[src/rtl/imem_loader.sv]
// Byte-stream loader for the instruction memory: takes a 16-bit word-count header
// and then the data bytes, packs them little-endian and writes one word per WRITE cycle.
module imem_loader #(
  parameter int unsigned DEPTH      = 64,
  parameter logic [31:0] START_ADDR = 32'h0000_0000
) (
  input  logic        CLK,
  input  logic        RST_N,
  input  logic        START,
  input  logic [7:0]  BYTE_IN,
  input  logic        BYTE_VALID,
  output logic        BYTE_READY,
  output logic        WR_EN,
  output logic [31:0] WR_ADDR,
  output logic [31:0] WR_DATA,
  output logic        CPU_STALL,
  output logic        DONE,
  output logic        ERR,
  output logic [15:0] WORD_CNT
);

  typedef enum logic [2:0] {
    S_IDLE,
    S_HDR_LO,
    S_HDR_HI,
    S_DATA,
    S_WRITE,
    S_DONE,
    S_ERR
  } state_t;

  localparam logic [15:0] DEPTH_W = 16'(DEPTH);

  state_t      state;
  state_t      state_nxt;
  logic        xfer;
  logic [15:0] hdr_n;
  logic [15:0] hdr_full;
  logic [1:0]  byte_idx;
  logic [15:0] word_idx;
  logic [15:0] word_idx_inc;
  logic [23:0] lanes;
  logic [15:0] word_cnt_q;
  logic        wr_en_q;
  logic [31:0] wr_addr_q;
  logic [31:0] wr_data_q;

  assign xfer         = BYTE_VALID && BYTE_READY;
  assign hdr_full     = {BYTE_IN, hdr_n[7:0]};
  assign word_idx_inc = word_idx + 16'd1;

  always_ff @(posedge CLK or negedge RST_N) begin
    if (!RST_N) begin
      state <= S_IDLE;
    end else begin
      state <= state_nxt;
    end
  end

  always_comb begin
    state_nxt = state;
    case (state)
      S_IDLE, S_DONE, S_ERR: begin
        if (START) state_nxt = S_HDR_LO;
      end
      S_HDR_LO: begin
        if (xfer) state_nxt = S_HDR_HI;
      end
      S_HDR_HI: begin
        if (xfer) begin
          if (hdr_full == 16'd0)         state_nxt = S_DONE;
          else if (hdr_full > DEPTH_W)   state_nxt = S_ERR;
          else                           state_nxt = S_DATA;
        end
      end
      S_DATA: begin
        if (xfer && (byte_idx == 2'd3)) state_nxt = S_WRITE;
      end
      S_WRITE: begin
        state_nxt = (word_idx_inc == hdr_n) ? S_DONE : S_DATA;
      end
      default: state_nxt = S_IDLE;
    endcase
  end

  always_comb begin
    BYTE_READY = 1'b0;
    CPU_STALL  = 1'b0;
    DONE       = 1'b0;
    ERR        = 1'b0;
    case (state)
      S_HDR_LO, S_HDR_HI, S_DATA: begin
        BYTE_READY = 1'b1;
        CPU_STALL  = 1'b1;
      end
      S_WRITE: CPU_STALL = 1'b1;
      S_DONE:  DONE      = 1'b1;
      S_ERR:   ERR       = 1'b1;
      default: ;
    endcase
  end

  // Write strobe, address and data are captured on the 4th byte's transfer so
  // they appear registered during the single WRITE cycle and are zero otherwise.
  always_ff @(posedge CLK or negedge RST_N) begin
    if (!RST_N) begin
      hdr_n      <= '0;
      byte_idx   <= '0;
      word_idx   <= '0;
      lanes      <= '0;
      word_cnt_q <= '0;
      wr_en_q    <= 1'b0;
      wr_addr_q  <= '0;
      wr_data_q  <= '0;
    end else begin
      wr_en_q   <= 1'b0;
      wr_addr_q <= '0;
      wr_data_q <= '0;
      case (state)
        S_IDLE, S_DONE, S_ERR: begin
          if (START) begin
            word_cnt_q <= '0;
            byte_idx   <= '0;
            word_idx   <= '0;
            lanes      <= '0;
          end
        end
        S_HDR_LO: begin
          if (xfer) hdr_n[7:0] <= BYTE_IN;
        end
        S_HDR_HI: begin
          if (xfer) begin
            hdr_n[15:8] <= BYTE_IN;
            byte_idx    <= '0;
            word_idx    <= '0;
          end
        end
        S_DATA: begin
          if (xfer) begin
            byte_idx <= byte_idx + 2'd1;
            case (byte_idx)
              2'd0: lanes[7:0]   <= BYTE_IN;
              2'd1: lanes[15:8]  <= BYTE_IN;
              2'd2: lanes[23:16] <= BYTE_IN;
              default: begin
                wr_en_q   <= 1'b1;
                wr_data_q <= {BYTE_IN, lanes};
                wr_addr_q <= START_ADDR + {14'd0, word_idx, 2'b00};
              end
            endcase
          end
        end
        S_WRITE: begin
          word_idx   <= word_idx_inc;
          word_cnt_q <= word_cnt_q + 16'd1;
        end
        default: ;
      endcase
    end
  end

  assign WR_EN    = wr_en_q;
  assign WR_ADDR  = wr_addr_q;
  assign WR_DATA  = wr_data_q;
  assign WORD_CNT = word_cnt_q;

endmodule

[config.mk]
export PLATFORM = sky130hd
export DESIGN_NAME = imem_loader
export DESIGN_NICKNAME = d
export VERILOG_FILES = /design/src/rtl/imem_loader.sv
export SDC_FILE = /design/constraint.sdc
export NUM_CORES = 1
export LEC_CHECK = 0
export BUFFER_PORTS_ARGS = -buffer_cell sky130_fd_sc_hd__buf_2
export CAP_MARGIN = 25
export CORE_MARGIN = 4
export CORE_UTILIZATION = 56
export CTS_CLUSTER_SIZE = 20
export DETAILED_ROUTE_END_ITERATION = 8
export GPL_TIMING_DRIVEN = 0
export PLACE_DENSITY = 0.8
export SETUP_SLACK_MARGIN = 0.15
export SYNTH_ARGS = -nofsm -noshare
export SYNTH_HDL_FRONTEND = slang
export SYNTH_SLANG_ARGS = --single-unit
[constraint.sdc]
create_clock -name CLK -period 2.8 [get_ports CLK]
set_clock_uncertainty 0.15 [all_clocks]
set_input_delay 0.84 -clock CLK [delete_from_list [all_inputs] [get_ports CLK]]
set_output_delay 0.84 -clock CLK [all_outputs]
set_load 0.05 [all_outputs]
==> results.sh <==
export IMPL_crit_required_ns=3.02
export IMPL_grt_max_degree=67
export IMPL_yosysSeqAreaShare=0.5484
export IMPL_fmaxAchievable_mhz=378.6
export IMPL_die_x_um=109.3
export IMPL_ys_warn_count=0
export IMPL_worstSkewPairLatency_ns=0.52
export IMPL_setup_slack_ns=0.1588
export IMPL_die_h_um=109.3
export IMPL_holdWs_ns=0.1440
export IMPL_yosys_area_top_type="dfrtp_1"
export IMPL_min_period_ns=2.641
export IMPL_fin_util=0.7226
export IMPL_peakVddDrop_uv=831.5
export IMPL_status="finished clean"
export IMPL_drive_above_1_share=0.2690
export IMPL_cap_violations=0
export IMPL_fin_crit_sh=0.9433
export IMPL_antenna_left=0
export IMPL_relSlewSlack=0.4590
export IMPL_num_io_pins=97
export IMPL_cts_tree="done"
export IMPL_netlist_instances=523
export IMPL_hold_viol_final=0
export IMPL_drt_total_wl_um=13630
export IMPL_cts_max_level=4
export IMPL_rows=36
export IMPL_cts_clk_slew_worst_paths_ns=0.06
export IMPL_vias_per_cell=5.670
export IMPL_synthToLayoutAreaGrowth_pct=23.98
export IMPL_hp_class="in -> async"
export IMPL_ys_top_cells_by_area="dfrtp_1 55%, and2_1 5.5%, a22o_1 4.1%, mux2_2 3.1%, o21ai_0 3.0%"
export IMPL_wire_per_inst_um=17.23
export IMPL_endpoint_kind="flop"
export IMPL_drtPass1Iterations=6
export IMPL_start_util=0.5828
export IMPL_ctsHoldBuffers=0
export IMPL_crit_type="reg -> reg"
export IMPL_synth_flop_cell="dfrtp_1"
export IMPL_drv_slew=0
export IMPL_crit_arrival_ns=2.87
export IMPL_ys_seq_elements=126
export IMPL_tightestPinTransition_ns=0.8114
export IMPL_clock_sinks=126
export IMPL_antenna_found_initial=0
export IMPL_nets=663
export IMPL_cp_start_kind="flop"
export IMPL_p_total_w=0.006587
export IMPL_num_antenna_cells=0
export IMPL_yosysUniqueCellTypes=53
export IMPL_grt_use_total=0.2421
export IMPL_pre_cts_ws_ns=-0.05030
export IMPL_drt_iter0_markers=333
export IMPL_finalSetupViolations=0
export IMPL_final_cells=791
export IMPL_port_buffers=80
export IMPL_placed_cells=752
export IMPL_netlist_area_mm2=0.005749
export IMPL_crit_fanout=9
export IMPL_synth_edff_count=0
export IMPL_power_density_mw_per_mm2=924.0
export IMPL_syn_area_per_cell_um2=10.99
export IMPL_cellLeakagePower_nw=3.638
export IMPL_drc=0
export IMPL_ys_async_sr_fraction=1.000
export IMPL_gp_routability_congestion=0.8110
export IMPL_synth_top_area_frac=0.5484
export IMPL_grt_pass1_wl_um=22080
export IMPL_rsz0062_at_grt="true"
export IMPL_dieArea_mm2=0.01195
export IMPL_dp_hpwl_um=8826
export IMPL_clk_path_buf_depth=2
export IMPL_clock_root_buffer="clkbuf_8"
export IMPL_grt_pass1_vias=4370
export IMPL_coreArea_mm2=0.009864
export IMPL_dr_total_vias=4485
export IMPL_numCtsBuffers=17
export IMPL_grt_remaining_overflow=0
## cell type report
class / instances / area [um^2]
Tap cell: 133 / 166.4
Buffer: 43 / 280.3
Fill cell: 687 / 2736
Multi-Input combinational cell: 362 / 2402
Clock buffer: 17 / 414.1
Clock inverter: 15 / 195.2
Timing Repair Buffer: 88 / 489.2
Inverter: 7 / 26.28
Sequential cell: 126 / 3154
## placed cells by master (no fill, tap or decap), drive strengths merged, types with 6 or more instances in the layout
master,instances
and3,16
a21oi,22
a21o,6
mux2,16
inv,15
nor3,9
nand2,36
buf,115
dfrtp,126
xor2,8
clkbuf,33
a22o,27
conb,16
nor2,22
nand4,9
nand3,14
and2,52
xnor2,14
ha,6
o31ai,9
o21ai,35
## worst paths after layout
| kind | startpoint | to | slack, ns | depth (start not counted) |
|---|---|---|---|---|
| max | word_idx[0]$_DFFE_PN0P_ | state[1]$_DFFE_PN0P_ | 0.16 | 8 |
| min | RST_N | WR_DATA[15]$_DFF_PN0_ | 0.14 | 1 |
| max reg2reg | word_idx[0]$_DFFE_PN0P_ | state[1]$_DFFE_PN0P_ | 0.16 | 8 |
| min reg2reg | lanes[22]$_DFFE_PN0P_ | WR_DATA[22]$_DFF_PN0_ | 0.33 | 1 |
| max in group asynchronous | RST_N | word_idx[2]$_DFFE_PN0P_ | 1.66 | 2 |
| min in group CLK | lanes[22]$_DFFE_PN0P_ | WR_DATA[22]$_DFF_PN0_ | 0.33 | 1 |
## cells in the mapped netlist, types with 7 or more instances
cell type,n
xor2_1,8
o31ai_1,9
and3_1,15
o21ai_0,34
a21oi_1,21
mux2_2,16
nor2_1,22
a22o_1,27
nand4_1,9
xnor2_1,13
and2_1,51
nand2_1,36
nand3_1,14
inv_1,7
clkbuf_1,15
nor3_1,9
dfrtp_1,126
buf_4,17
## state kept, by name (all words and copies together) (netlist names)
name	count
WORD_CNT	16
hdr_n	16
WR_ADDR	16
state	3
byte_idx	2
word_idx	16
WR_EN	1
lanes	24
WR_DATA	32
## stage by stage
stage	instance area [um^2]	TNS, ns
6_report	7128	0
2_1_floorplan	5811	0
5_1_grt	7128	0
4_1_cts	7086	0
3_5_place_dp	6411	-0.08897
3_3_place_gp	6377	-93.55
## what timing repair did
action / CTS / global route
resized for setup: 9 / 9
endpoints found under the setup margin: 6 / 8
setup buffers: 4 / 2
endpoints found under the hold margin: 0 / 0
pin swaps: 1 / 5
## routing by layer
| layer | part of all wire | vias to the layer above | track usage |
|---|---|---|---|
| met1 | 0.40 | 2197 | 0.3134 |
| met4 | 0.017 | 0 | 0.07658 |
| met5 | 0 | - | 0 |
| met3 | 0.069 | 23 | 0.06812 |
| met2 | 0.51 | 200 | 0.3971 |
| li1 | - | 2065 | - |
## worst max-delay path: stages, from the launching register on
cell     delay, ns
dfrtp_2       0.40
buf_4         0.13
and3_1        0.17
buf_6         0.14
a21oi_2       0.05
or4_1         0.51
or4_4         0.44
nor4_4        0.39
o21ai_1       0.12
## logic make-up (layout without fill, tap and decap cells)
family,after synthesis,after routing,synth area share
simple gates,182,182,0.1756
flops,126,126,0.5484
compound gates,114,114,0.1304
buf+inv,50,170,0.05092
xor+xnor,23,23,0.04091
mux,21,21,0.04004
fa+ha+maj,6,6,0.01306
other cells,1,16,0.0006523
## where the power goes
group | switching [W] | internal (W) | leakage [nW]
Clock | 0.000922 | 0.00132 | 0.297
Combinational | 0.00118 | 0.000784 | 1.63
Sequential | 0.000275 | 0.00211 | 1.71
(Power assumes the default switching activity.)
